<file path="config.mk">
export PLATFORM = sky130hd
export DESIGN_NAME = grover_mean_acc
export DESIGN_NICKNAME = d
export VERILOG_FILES = /design/src/rtl/grover_pkg.sv /design/src/rtl/grover_mean_scale.sv /design/src/rtl/grover_mean_acc.sv
export SDC_FILE = /design/constraint.sdc
export NUM_CORES = 1
export LEC_CHECK = 0
export CAP_MARGIN = 15
export CORE_MARGIN = 1
export CORE_UTILIZATION = 35
export CTS_BUF_LIST = sky130_fd_sc_hd__clkbuf_4
export CTS_CLUSTER_DIAMETER = 150
export DETAILED_ROUTE_END_ITERATION = 8
export DONT_BUFFER_PORTS = 1
export SLEW_MARGIN = 20
export SYNTH_ARGS = -nofsm -noshare
export SYNTH_HDL_FRONTEND = slang
export SYNTH_SLANG_ARGS = --single-unit
</file>
<file path="constraint.sdc">
create_clock -name clk -period 35.8 [get_ports clk]
set_input_delay 10.74 -clock clk [delete_from_list [all_inputs] [get_ports clk]]
set_output_delay 10.74 -clock clk [all_outputs]
set_load 0.005 [all_outputs]
</file>
<file path="src/rtl/grover_pkg.sv">
// Shared definitions for the Grover diffusion mean accumulator: default sizing,
// FSM state encoding and saturation bounds for the default data width.
package grover_pkg;

  localparam int unsigned DEF_NUM_QUBIT  = 4;
  localparam int unsigned DEF_DATA_WIDTH = 32;
  localparam int unsigned N              = 2 ** DEF_NUM_QUBIT;
  localparam int unsigned ACC_WIDTH      = DEF_DATA_WIDTH + DEF_NUM_QUBIT;

  typedef enum logic [1:0] {
    ST_IDLE  = 2'd0,
    ST_ACCUM = 2'd1,
    ST_SCALE = 2'd2
  } state_e;

  localparam logic [DEF_DATA_WIDTH-1:0] SAT_MAX = {1'b0, {(DEF_DATA_WIDTH-1){1'b1}}};
  localparam logic [DEF_DATA_WIDTH-1:0] SAT_MIN = {1'b1, {(DEF_DATA_WIDTH-1){1'b0}}};

endpackage

</file>
<file path="src/rtl/grover_mean_scale.sv">
// Combinational acc -> 2*mean: optional round-half-up, arithmetic shift, saturation.
// GROVER_MEAN_ROUND_EN selects rounding; otherwise the shift truncates toward -inf.
module grover_mean_scale #(
  parameter int unsigned NUM_QUBIT  = 4,
  parameter int unsigned DATA_WIDTH = 32,
  localparam int unsigned ACC_W     = DATA_WIDTH + NUM_QUBIT
) (
  input  logic signed [ACC_W-1:0]      acc,
  output logic        [DATA_WIDTH-1:0] two_mean
);

  // One guard bit above ACC_W so the rounding bias can never wrap.
  localparam logic signed [ACC_W:0] SatMax =
    {{(ACC_W-DATA_WIDTH+2){1'b0}}, {(DATA_WIDTH-1){1'b1}}};
  localparam logic signed [ACC_W:0] SatMin =
    {{(ACC_W-DATA_WIDTH+2){1'b1}}, {(DATA_WIDTH-1){1'b0}}};

  logic signed [ACC_W:0] biased;
  logic signed [ACC_W:0] shifted;

  always_comb begin
    biased = {acc[ACC_W-1], acc};
`ifdef GROVER_MEAN_ROUND_EN
    biased = biased + (ACC_W+1)'(2 ** (NUM_QUBIT - 2));
`endif
    shifted = biased >>> (NUM_QUBIT - 1);
    if (shifted > SatMax) begin
      two_mean = SatMax[DATA_WIDTH-1:0];
    end else if (shifted < SatMin) begin
      two_mean = SatMin[DATA_WIDTH-1:0];
    end else begin
      two_mean = shifted[DATA_WIDTH-1:0];
    end
  end

endmodule

</file>
<file path="src/rtl/grover_mean_acc.sv">
// Sequential 2*mean accumulator over a 2**NUM_QUBIT amplitude vector with start/valid
// handshake. Rounding is selected in grover_mean_scale via GROVER_MEAN_ROUND_EN.
module grover_mean_acc
  import grover_pkg::*;
#(
  parameter int unsigned NUM_QUBIT      = DEF_NUM_QUBIT,
  parameter int unsigned DATA_WIDTH     = DEF_DATA_WIDTH,
  parameter int unsigned ELEM_PER_CYCLE = 1,
  localparam int unsigned NUM_AMP       = 2 ** NUM_QUBIT,
  localparam int unsigned ACC_W         = DATA_WIDTH + NUM_QUBIT
) (
  input  logic                          clk,
  input  logic                          rst,
  input  logic                          start,
  input  logic [DATA_WIDTH*NUM_AMP-1:0] amp_in,
  output logic                          busy,
  output logic [DATA_WIDTH-1:0]         two_mean_out,
  output logic                          valid_out
);

  state_e                        state_q, state_d;
  logic [DATA_WIDTH*NUM_AMP-1:0] vec_q;
  logic signed [ACC_W-1:0]       acc_q, acc_d;
  logic [NUM_QUBIT-1:0]          idx_q, idx_d;
  logic [DATA_WIDTH-1:0]         two_mean_q, two_mean_d;
  logic                          valid_q, valid_d;
  logic                          capture;
  logic signed [ACC_W-1:0]       step_sum;
  logic signed [DATA_WIDTH-1:0]  elem;
  logic [DATA_WIDTH-1:0]         scaled;

  grover_mean_scale #(
    .NUM_QUBIT  (NUM_QUBIT),
    .DATA_WIDTH (DATA_WIDTH)
  ) u_scale (
    .acc      (acc_q),
    .two_mean (scaled)
  );

  always_comb begin
    step_sum = '0;
    elem     = '0;
    for (int e = 0; e < int'(ELEM_PER_CYCLE); e++) begin
      elem     = vec_q[DATA_WIDTH*(int'(idx_q)+e) +: DATA_WIDTH];
      step_sum = step_sum + ACC_W'(elem);
    end
  end

  always_comb begin
    state_d    = state_q;
    acc_d      = acc_q;
    idx_d      = idx_q;
    two_mean_d = two_mean_q;
    valid_d    = 1'b0;
    capture    = 1'b0;
    unique case (state_q)
      ST_IDLE: begin
        // The valid cycle still counts as busy, so a start there is dropped.
        if (start && !valid_q) begin
          capture = 1'b1;
          acc_d   = '0;
          idx_d   = '0;
          state_d = ST_ACCUM;
        end
      end
      ST_ACCUM: begin
        acc_d = acc_q + step_sum;
        idx_d = idx_q + NUM_QUBIT'(ELEM_PER_CYCLE);
        if (idx_q == NUM_QUBIT'(NUM_AMP - ELEM_PER_CYCLE)) begin
          state_d = ST_SCALE;
        end
      end
      ST_SCALE: begin
        two_mean_d = scaled;
        valid_d    = 1'b1;
        state_d    = ST_IDLE;
      end
      default: state_d = ST_IDLE;
    endcase
  end

  always_ff @(posedge clk) begin
    if (rst) begin
      state_q    <= ST_IDLE;
      acc_q      <= '0;
      idx_q      <= '0;
      two_mean_q <= '0;
      valid_q    <= 1'b0;
    end else begin
      state_q    <= state_d;
      acc_q      <= acc_d;
      idx_q      <= idx_d;
      two_mean_q <= two_mean_d;
      valid_q    <= valid_d;
    end
  end

  always_ff @(posedge clk) begin
    if (capture) begin
      vec_q <= amp_in;
    end
  end

  assign busy         = (state_q != ST_IDLE) || valid_q;
  assign two_mean_out = two_mean_q;
  assign valid_out    = valid_q;

endmodule

</file>
==> flow_metrics.py, run 1 <==
metrics = {
    "run_status": {
        "status": "finished, final reports clean",
    },
    "synthesis": {
        "synthTopCellsByArea": "edfxtp_1, mux4_2, dfxtp_1, o21ai_0, ha_1",
        "seq_area_frac_synth_pct": 70.8,
        "synthesis.nets": 1891,
        "synth-seq-cells": 587,
        "synth_largest_area_cell": "edfxtp_1",
        "syn_inst": 1339,
        "syn_area_per_cell_um2": 17.8,
        "synth.area.mux_share_pct": 15.2,
        "synth_common_cells": "edfxtp_1, mux4_2, o21ai_0, nor2_1, a21oi_1",
        "yosys_warnings": 0,
        "synth_edf_count": 512,
        "synth_most_common_cell": "edfxtp_1",
        "synth_compound_area_share_pct": 5.89,
        "synth.distinct_cells": 52,
        "yosysTopAreaCellShare_pct": 64.5,
        "yosys.area_share.adder_pct": 1.97,
        "synthArstFlopShare_pct": 0,
        "synth_top_family_by_area": "multiplexers",
        "synthesis.area_mm2": 0.0238,
        "synth_xor_xnor_area_share_pct": 1.18,
        "yosys.area_share.simple_pct": 3.48,
        "synth_ff_type": "edfxtp_1",
    },
    "power_and_ir_drop": {
        "p_sw_w": 0.000377,
        "power_frac_seq_pct": 53.4,
        "switching_share_pct": 24.8,
        "power_frac_clock_pct": 38.1,
        "p_int_w": 0.00114,
        "p_leak_nw": 8.85,
        "peakVddDrop_v": 0.0000393,
        "combPwrFrac_pct": 8.5,
        "p_per_area_mw_per_mm2": 56.8,
    },
    "route": {
        "routed_wl_mm": 57.7,
        "firstDrtPassIters": 6,
        "wl_per_cell_um": 23.7,
        "vias_per_cell": 5.20,
        "drt_iter0_markers": 936,
        "vias": 12667,
        "drc": 0,
        "drtAntennaViolNets": 0,
    },
    "critical_path": {
        "cp_data_arrival_time_ns": 13.45,
        "endpoint": "vec_q[364]$_DFFE_PP_",
        "worstReg2RegEnd": "acc_q[30]$_SDFFE_PP0P_",
        "critPathTopFamily": "buffers and inverters",
        "cp-end-kind": "flop",
        "cp_max_fo": 169,
        "criticalPathCategory": "in2reg",
        "r2r_slack_ns": 30.09,
        "path_buf_inv": 3,
        "path_cells": "nand2_1 -> inv_8 -> buf_4 -> buf_12",
        "r2r_start": "idx_q[1]$_SDFFE_PP0P_",
        "cp_data_required_time_ns": 36.37,
        "crit_path_max_incr_delay_ns": 0.85,
        "cp_num_cells": 4,
        "worstSetupStartpoint": "start",
        "cp_slowest_cell": "buf_4",
        "reg2reg_depth": 14,
        "critPathLaunchType": "input port",
    },
    "sta": {
        "relSlewSlack_pct": 24.5,
        "setup_tns_ns": 0,
        "worst_slew_pin_slew_ns": 1.13,
        "min_period_ns": 12.88,
        "fmax_ghz": 0.0776,
        "setup_viol": 0,
        "rsz0062_at_grt": "false",
        "setup_ws_ns": 22.92,
        "hold_viol_final": 0,
        "fin_crit_sh_pct": 36.0,
        "drv_slew": 0,
        "finClkSkew_ns": 0.0476,
    },
    "clock_network": {
        "clkSinkCount": 587,
        "ctsHoldBuffers": 0,
        "cts_made_buffers": 154,
        "clock_latency_ns": 0.96,
        "tritoncts": "done",
        "root_buffer": "clkbuf_4",
        "clk_pin_slew_worst_paths_ns": 0.08,
        "ctsHtreeMaxLevel": 4,
        "clock_path_buffers": 3,
        "cts_resized": 0,
        "cts_setup_buffers": 0,
    },
    "floorplanning": {
        "coreArea_mm2": 0.0673,
        "fp-row-count": 95,
        "die_area_mm2": 0.0692,
        "die_h_um": 263,
        "start_util_pct": 35.4,
        "io_pins": 549,
        "die_w_um": 263,
    },
    "grt": {
        "globalRouteTotalUtil_pct": 16.6,
        "grt_max_degree": 170,
        "grt_pass1_wl_mm": 83.5,
        "gr-total-overflow": 0,
        "grt_antenna_before_repair": 8,
        "grt_pass1_vias": 13019,
    },
    "place": {
        "dp.cells": 2155,
        "hpwl_mm": 39.9,
        "io_buffer_count": 0,
        "gp_congestion": 0.811,
        "post-place-ws_ns": 22.00,
    },
    "finish": {
        "area_growth_pct": 12.2,
        "fin_util_pct": 39.8,
        "finalNetCount": 1990,
        "fin_cells": 2434,
        "drive_gt1_share_pct": 27.5,
    },
    "flow_run": {
        "maxCapViolations": 0,
    },
    "hold_path": {
        "min_path_type": "reg2reg",
    },
}
worst register-to-register path: cells and delay by family, from the launching register on:
kind,cells,cell delay [ns]
flip-flops,1,0.67
adder cells (fa/ha/maj),2,0.66
buffers and inverters,2,1.43
AO/OA/AOI/OAI,6,1.55
AND/OR/NAND/NOR,1,0.11
multiplexers,2,1.01
XOR/XNOR,1,0.16
sequential cells by signal, summed over array words and instances (netlist names):
| name | count |
|---|---|
| vec_q | 512 |
| acc_q | 36 |
| two_mean_out | 32 |
| idx_q | 4 |
| state_q | 2 |
| valid_out | 1 |
placed cells by master (no fill, tap or decap), drive strengths merged, types with 36 or more instances in the layout:
cell | Yosys | layout
clkinv | 0 | 43
nand2 | 53 | 53
ha | 36 | 36
clkbuf | 51 | 217
nor2 | 87 | 87
dfxtp | 75 | 75
a21oi | 79 | 79
mux4 | 160 | 160
edfxtp | 512 | 512
o21ai | 107 | 107
area by class of cell:
class | instances | area [um2]
fill | 6148 | 40500
sequential | 587 | 16900
multi-input combinational | 667 | 6620
clock buffer | 217 | 1630
tap | 873 | 1090
clock inverter | 55 | 322
timing repair buffer | 15 | 125
inverter | 13 | 56.3
antenna | 7 | 17.5
kinds of logic after synthesis:
kind of cell	count (synthesis)
flip-flops	587
AO/OA/AOI/OAI	244
AND/OR/NAND/NOR	192
multiplexers	162
buffers and inverters	85
adder cells (fa/ha/maj)	37
XOR/XNOR	32
power groups by stage:
| stage | sequential [W] | clock (W) | combinational [W] |
|---|---|---|---|
| after global placement | 0.000824 | 0 | 0.000130 |
| after floorplan | 0.000834 | 0 | 0.000107 |
| after global routing | 0.000815 | 0.000633 | 0.000143 |
| final | 0.000812 | 0.000578 | 0.000130 |
| after CTS | 0.000812 | 0.000602 | 0.000132 |
| after detailed placement | 0.000826 | 0 | 0.000132 |
routing by layer:
| layer | global-route usage, % | up-vias | wire length [um] |
|---|---|---|---|
| li1 | - | 5699 | - |
| met1 | 17.9 | 6346 | 21300 |
| met2 | 29.2 | 501 | 30600 |
| met3 | 6.19 | 117 | 4350 |
| met4 | 6.86 | 4 | 1460 |
| met5 | 0 | - | 25 |
per-stage QoR:
stage / hold WS (ns) / instance area (um2) / power (W)
2_1_floorplan: 0.432 / 23800 / 0.000941
3_3_place_gp: 0.442 / 24800 / 0.000954
3_5_place_dp: 0.458 / 24800 / 0.000958
4_1_cts: 0.477 / 26700 / 0.00155
5_1_grt: 0.517 / 26800 / 0.00159
6_report: 0.474 / 26800 / 0.00152
worst min path at each step:
stage | startpoint | cells past startpoint | end
2_1_floorplan | acc_q[2]$_SDFFE_PP0P_ | 2 | acc_q[2]$_SDFFE_PP0P_
3_3_place_gp | acc_q[2]$_SDFFE_PP0P_ | 2 | acc_q[2]$_SDFFE_PP0P_
3_5_place_dp | acc_q[2]$_SDFFE_PP0P_ | 2 | acc_q[2]$_SDFFE_PP0P_
4_1_cts | acc_q[2]$_SDFFE_PP0P_ | 2 | acc_q[2]$_SDFFE_PP0P_
5_1_grt | acc_q[0]$_SDFFE_PP0P_ | 1 | acc_q[0]$_SDFFE_PP0P_
6_report | acc_q[2]$_SDFFE_PP0P_ | 2 | acc_q[2]$_SDFFE_PP0P_
(Power assumes the default switching activity.)
==> run 2: changes to the inputs <==
==> constraint.sdc (replaced) <==
create_clock -name clk -period 10.62 [get_ports clk]
set_input_delay 3.186 -clock clk [delete_from_list [all_inputs] [get_ports clk]]
set_output_delay 3.186 -clock clk [all_outputs]
set_load 0.005 [all_outputs]
==> run 2 against run 1 <==
- clock skew is 0.030 ns higher
- global-route usage rose by 0.22 points
- routed wire length is 1.2% higher
- combinational power rose to 3.3 times the previous value
- sequential share of layout area down 0.28 points
- final area increased by 0.44%
- worst setup slack worse by 18 ns
- via count about the same
- hold slack improved by 0.020 ns
- critical path type is now reg2reg
- largest cell class unchanged
==> flow_metrics.py, run 2 (same netlist as run 1, synthesis figures left out) <==
metrics = {
    "route": {
        "wl_per_cell_um": 23.9,
        "firstDrtPassIters": 5,
        "drtAntennaViolNets": 0,
        "vias": 12665,
        "vias_per_cell": 5.18,
        "drc": 0,
        "drt_iter0_markers": 878,
        "routed_wl_mm": 58.4,
    },
    "clock_network": {
        "cts_resized": 0,
        "clock_latency_ns": 0.96,
        "root_buffer": "clkbuf_4",
        "clkSinkCount": 587,
        "cts_setup_buffers": 0,
        "ctsHtreeMaxLevel": 4,
        "clk_pin_slew_worst_paths_ns": 0.06,
        "tritoncts": "done",
        "cts_made_buffers": 156,
        "clock_path_buffers": 3,
        "ctsHoldBuffers": 0,
    },
    "sta": {
        "drv_slew": 0,
        "fin_crit_sh_pct": 51.9,
        "min_period_ns": 5.51,
        "hold_viol_final": 0,
        "whs_ns": 0.495,
        "worst_slew_pin_slew_ns": 1.20,
        "rsz0062_at_grt": "false",
        "relSlewSlack_pct": 20.2,
        "fmax_ghz": 0.182,
        "setup_viol": 0,
        "finClkSkew_ns": 0.0774,
    },
    "place": {
        "place_area_mm2": 0.0248,
        "hpwl_mm": 40.1,
        "gp_congestion": 0.859,
        "dp.cells": 2154,
        "io_buffer_count": 0,
    },
    "critical_path": {
        "worstReg2RegEnd": "acc_q[34]$_SDFFE_PP0P_",
        "criticalPathCategory": "reg2reg",
        "critPathLaunchType": "flop",
        "cp_data_arrival_time_ns": 6.30,
        "cp-end-kind": "flop",
        "worstSetupStartpoint": "idx_q[0]$_SDFFE_PP0P_",
        "endpoint": "acc_q[34]$_SDFFE_PP0P_",
        "r2r_slack_ns": 5.11,
        "reg2reg_depth": 12,
        "cp_max_fo": 48,
        "r2r_start": "idx_q[0]$_SDFFE_PP0P_",
        "cp_data_required_time_ns": 11.41,
    },
    "finish": {
        "top_register": "vec_q",
        "final_cell_area_mm2": 0.0269,
        "fin_cells": 2447,
        "most-common-layout-cells": "edfxtp_1, clkbuf_4, mux4_2, o21ai_0, nor2_1",
        "mostFrequentLayoutCell": "edfxtp_1",
        "drive_gt1_share_pct": 26.9,
        "finalNetCount": 1992,
        "area_growth_pct": 12.7,
        "largest_register_ff_count": 512,
    },
    "grt": {
        "grt_pass1_wl_mm": 84.7,
        "gr-total-overflow": 0,
        "grt_pass1_vias": 13346,
        "globalRouteTotalUtil_pct": 16.8,
        "grt_max_degree": 204,
        "grt_antenna_before_repair": 14,
    },
    "power_and_ir_drop": {
        "p_per_area_mw_per_mm2": 192,
        "p_leak_nw": 8.88,
        "peakVddDrop_v": 0.000131,
    },
    "floorplanning": {
        "die_w_um": 263,
        "coreArea_mm2": 0.0673,
        "fp-row-count": 95,
        "die_h_um": 263,
        "start_util_pct": 35.4,
        "die_area_mm2": 0.0692,
        "io_pins": 549,
    },
    "hold_path": {
        "min_path_type": "reg2reg",
    },
    "run_status": {
        "status": "finished, final reports clean",
    },
    "flow_run": {
        "maxCapViolations": 0,
    },
}
## run 2: power breakdown
| part | internal, W | switching [W] |
|---|---|---|
| logic | 0.000196 | 0.000239 |
| registers | 0.00267 | 0.0000666 |
| clock network | 0.00102 | 0.000978 |
| total | 0.00389 | 0.00128 |
## run 2: layer usage
layer,global-route usage (%),vias up,share of wire [%]
met1,17.8,6290,36
met3,7.29,112,8.8
li1,-,5734,-
met5,0,-,0.067
met2,29.4,521,53
met4,6.51,8,2.3
## run 2: per-stage QoR
stage	total power [W]	setup slack (ns)	utilization, %	setup TNS, ns
floorplan	0.00315	-1.39	-	-427.54
global placement	0.00322	4.98	36.9	0
detailed placement	0.00323	4.96	36.9	0
CTS	0.00526	4.93	39.9	0
global route	0.00541	4.55	39.9	0
finish	0.00517	5.11	39.9	0
## run 2: cell type report
class | count | area (um2)
diodes | 11 | 27.5
clock buffers | 204 | 1530
clock inverters | 77 | 477
fillers | 6099 | 40400
inverters | 13 | 52.6
multi-input cells | 667 | 6640
flip-flops and latches | 587 | 16900
well taps | 873 | 1090
repair buffers | 15 | 158
## run 2: how the worst min path moves through the flow
| stage | from | end | cells past startpoint |
|---|---|---|---|
| 2_1_floorplan | acc_q[2]$_SDFFE_PP0P_ | acc_q[2]$_SDFFE_PP0P_ | 2 |
| 3_3_place_gp | acc_q[2]$_SDFFE_PP0P_ | acc_q[2]$_SDFFE_PP0P_ | 2 |
| 3_5_place_dp | acc_q[0]$_SDFFE_PP0P_ | acc_q[0]$_SDFFE_PP0P_ | 1 |
| 4_1_cts | acc_q[0]$_SDFFE_PP0P_ | acc_q[0]$_SDFFE_PP0P_ | 1 |
| 5_1_grt | acc_q[24]$_SDFFE_PP0P_ | acc_q[24]$_SDFFE_PP0P_ | 2 |
| 6_report | acc_q[0]$_SDFFE_PP0P_ | acc_q[0]$_SDFFE_PP0P_ | 1 |
## run 2: critical path: stages, from the launching register on
cell and delay, ns:
dfxtp_4 0.99, buf_4 0.85, mux4_2 0.59, mux4_2 0.52
ha_1 0.36, a21oi_1 0.24, o21ai_0 0.13, o21ai_0 0.57
a31oi_1 0.26, a21oi_1 0.36, o21ai_0 0.19, xnor2_1 0.15
o21ai_0 0.08
==> run 3: changes to the inputs <==
==> constraint.sdc (replaced) <==
create_clock -name clk -period 5.5 [get_ports clk]
set_input_delay 1.65 -clock clk [delete_from_list [all_inputs] [get_ports clk]]
set_output_delay 1.65 -clock clk [all_outputs]
set_load 0.005 [all_outputs]
==> run 3 against run 2 <==
- worst setup slack got worse by 4.3 ns
- critical endpoint is now acc_q[33]$_SDFFE_PP0P_
- routed wire length grew 2.4%
- total power is 95% higher
- combinational power rose by 99%
==> flow_metrics.py, run 3 (same netlist as run 1, synthesis figures left out) <==
metrics = {
    "critical_path": {
        "criticalPathCategory": "reg2reg",
        "critPathLaunchType": "flop",
        "cp_max_fo": 22,
        "crit_path_max_incr_delay_ns": 0.65,
        "path_cells": "buf_12 -> buf_4 -> mux4_2 -> mux4_2 -> ha_1 -> a21o_1 -> a21o_1 -> a221oi_1 -> o21ai_0 -> a221oi_1 -> o31ai_1 -> xnor2_1 -> o21ai_0",
        "cp-end-kind": "flop",
        "cp_slowest_cell": "dfxtp_4",
        "cp_data_required_time_ns": 6.34,
        "cp_data_arrival_time_ns": 5.49,
    },
    "grt": {
        "grt_pass1_wl_mm": 86.9,
        "grt_pass1_vias": 13479,
        "grt_max_degree": 161,
        "gr-total-overflow": 0,
        "globalRouteTotalUtil_pct": 17.4,
        "grt_antenna_before_repair": 16,
    },
    "power_and_ir_drop": {
        "p_int_w": 0.00759,
        "combPwrFrac_pct": 8.6,
        "p_per_area_mw_per_mm2": 373,
        "power_frac_seq_pct": 52.4,
        "p_leak_nw": 8.97,
        "p_sw_w": 0.00249,
        "peakVddDrop_v": 0.000265,
        "switching_share_pct": 24.7,
        "total_power_w": 0.0101,
        "power_frac_clock_pct": 39.0,
    },
    "finish": {
        "drive_gt1_share_pct": 28.2,
        "top_register": "vec_q",
        "final_cell_area_mm2": 0.0270,
        "most-common-layout-cells": "edfxtp_1, clkbuf_4, mux4_2, o21ai_0, nor2_1",
        "fin_cells": 2450,
        "fin_util_pct": 40.2,
        "largest_register_ff_count": 512,
        "mostFrequentLayoutCell": "edfxtp_1",
        "area_growth_pct": 13.3,
        "finalNetCount": 2003,
    },
    "floorplanning": {
        "die_area_mm2": 0.0692,
        "fp-row-count": 95,
        "start_util_pct": 35.4,
        "io_pins": 549,
        "coreArea_mm2": 0.0673,
        "die_w_um": 263,
        "die_h_um": 263,
    },
    "clock_network": {
        "cts_resized": 0,
        "clk_pin_slew_worst_paths_ns": 0.07,
        "clock_path_buffers": 3,
        "root_buffer": "clkbuf_4",
        "tritoncts": "done",
        "clock_latency_ns": 0.97,
        "ctsHoldBuffers": 0,
        "ctsHtreeMaxLevel": 4,
        "cts_made_buffers": 156,
        "clkSinkCount": 587,
        "cts_setup_buffers": 0,
    },
    "place": {
        "hpwl_mm": 41.6,
        "place_area_mm2": 0.0250,
        "gp_congestion": 0.882,
        "post-place-ws_ns": 0.796,
        "io_buffer_count": 0,
        "dp.cells": 2166,
    },
    "route": {
        "wl_per_cell_um": 24.4,
        "routed_wl_mm": 59.8,
        "drc": 0,
        "vias_per_cell": 5.19,
        "drt_iter0_markers": 947,
        "vias": 12707,
        "drtAntennaViolNets": 0,
        "firstDrtPassIters": 5,
    },
    "sta": {
        "fmax_ghz": 0.215,
        "setup_ws_ns": 0.854,
        "setup_viol": 0,
        "drv_slew": 0,
        "hold_viol_final": 0,
        "fin_crit_sh_pct": 84.5,
        "rsz0062_at_grt": "false",
        "min_period_ns": 4.65,
        "finClkSkew_ns": 0.0514,
        "worst_slew_pin_slew_ns": 0.979,
        "relSlewSlack_pct": 34.7,
    },
    "flow_run": {
        "maxCapViolations": 0,
    },
    "run_status": {
        "status": "finished, final reports clean",
    },
    "hold_path": {
        "min_path_type": "reg2reg",
    },
}
-- run 3: cell count changes in the layout (fill, tap and decap cells not counted), sizes merged --
cell,previous run,this run
inv,20,22
clkinv,64,40
clkinvlp,2,3
clkbuf,204,217
buf,15,26
-- run 3: worst max-delay path, delay by kind of cell (launching register included) --
| family | cells | cell delay [ns] |
|---|---|---|
| AO/OA/AOI/OAI | 7 | 1.51 |
| XOR/XNOR | 1 | 0.17 |
| adder cells (fa/ha/maj) | 1 | 0.39 |
| buffers and inverters | 2 | 0.66 |
| flip-flops | 1 | 0.65 |
| multiplexers | 2 | 1.09 |
-- run 3: path summary, 6_finish.rpt --
check | from | end | slack (ns) | cells past startpoint
hold reg to reg | acc_q[2]$_SDFFE_PP0P_ | acc_q[2]$_SDFFE_PP0P_ | 0.49 | 2
setup reg to reg | idx_q[0]$_SDFFE_PP0P_ | acc_q[33]$_SDFFE_PP0P_ | 0.85 | 13
hold / removal | acc_q[2]$_SDFFE_PP0P_ | acc_q[2]$_SDFFE_PP0P_ | 0.49 | 2
setup / recovery | idx_q[0]$_SDFFE_PP0P_ | acc_q[33]$_SDFFE_PP0P_ | 0.85 | 13
-- run 3: metrics by stage --
stage          hold WS, ns  TNS [ns]
2_1_floorplan        0.435  -2398.20
3_3_place_gp         0.450         0
3_5_place_dp         0.474         0
4_1_cts              0.492         0
5_1_grt              0.514         0
6_report             0.489         0
-- run 3: power groups by stage --
| stage | Combinational [W] | Clock (W) | Sequential (W) |
|---|---|---|---|
| finish | 0.000866 | 0.00393 | 0.00528 |
| global route | 0.000954 | 0.00429 | 0.00531 |
| CTS | 0.000880 | 0.00409 | 0.00529 |
| detailed placement | 0.000877 | 0 | 0.00538 |
| global placement | 0.000867 | 0 | 0.00537 |
| floorplan | 0.000696 | 0 | 0.00539 |
-- run 3: cell type report --
type / count / area [um2]
Clock buffer: 217 / 1630
Tap cell: 873 / 1090
Timing Repair Buffer: 26 / 295
Sequential cell: 587 / 16900
Inverter: 13 / 52.6
Clock inverter: 56 / 392
Multi-Input combinational cell: 667 / 6640
Fill cell: 6111 / 40300
Antenna cell: 11 / 27.5
-- run 3: routing by layer --
layer	vias to the layer above	global-route usage [%]	routed length, um	part of all wire [%]
li1	5759	-	-	-
met1	6258	19.1	22000	37
met2	547	28.9	30600	51
met3	133	7.63	5420	9.1
met4	10	7.78	1750	2.9
met5	-	0	68	0.11
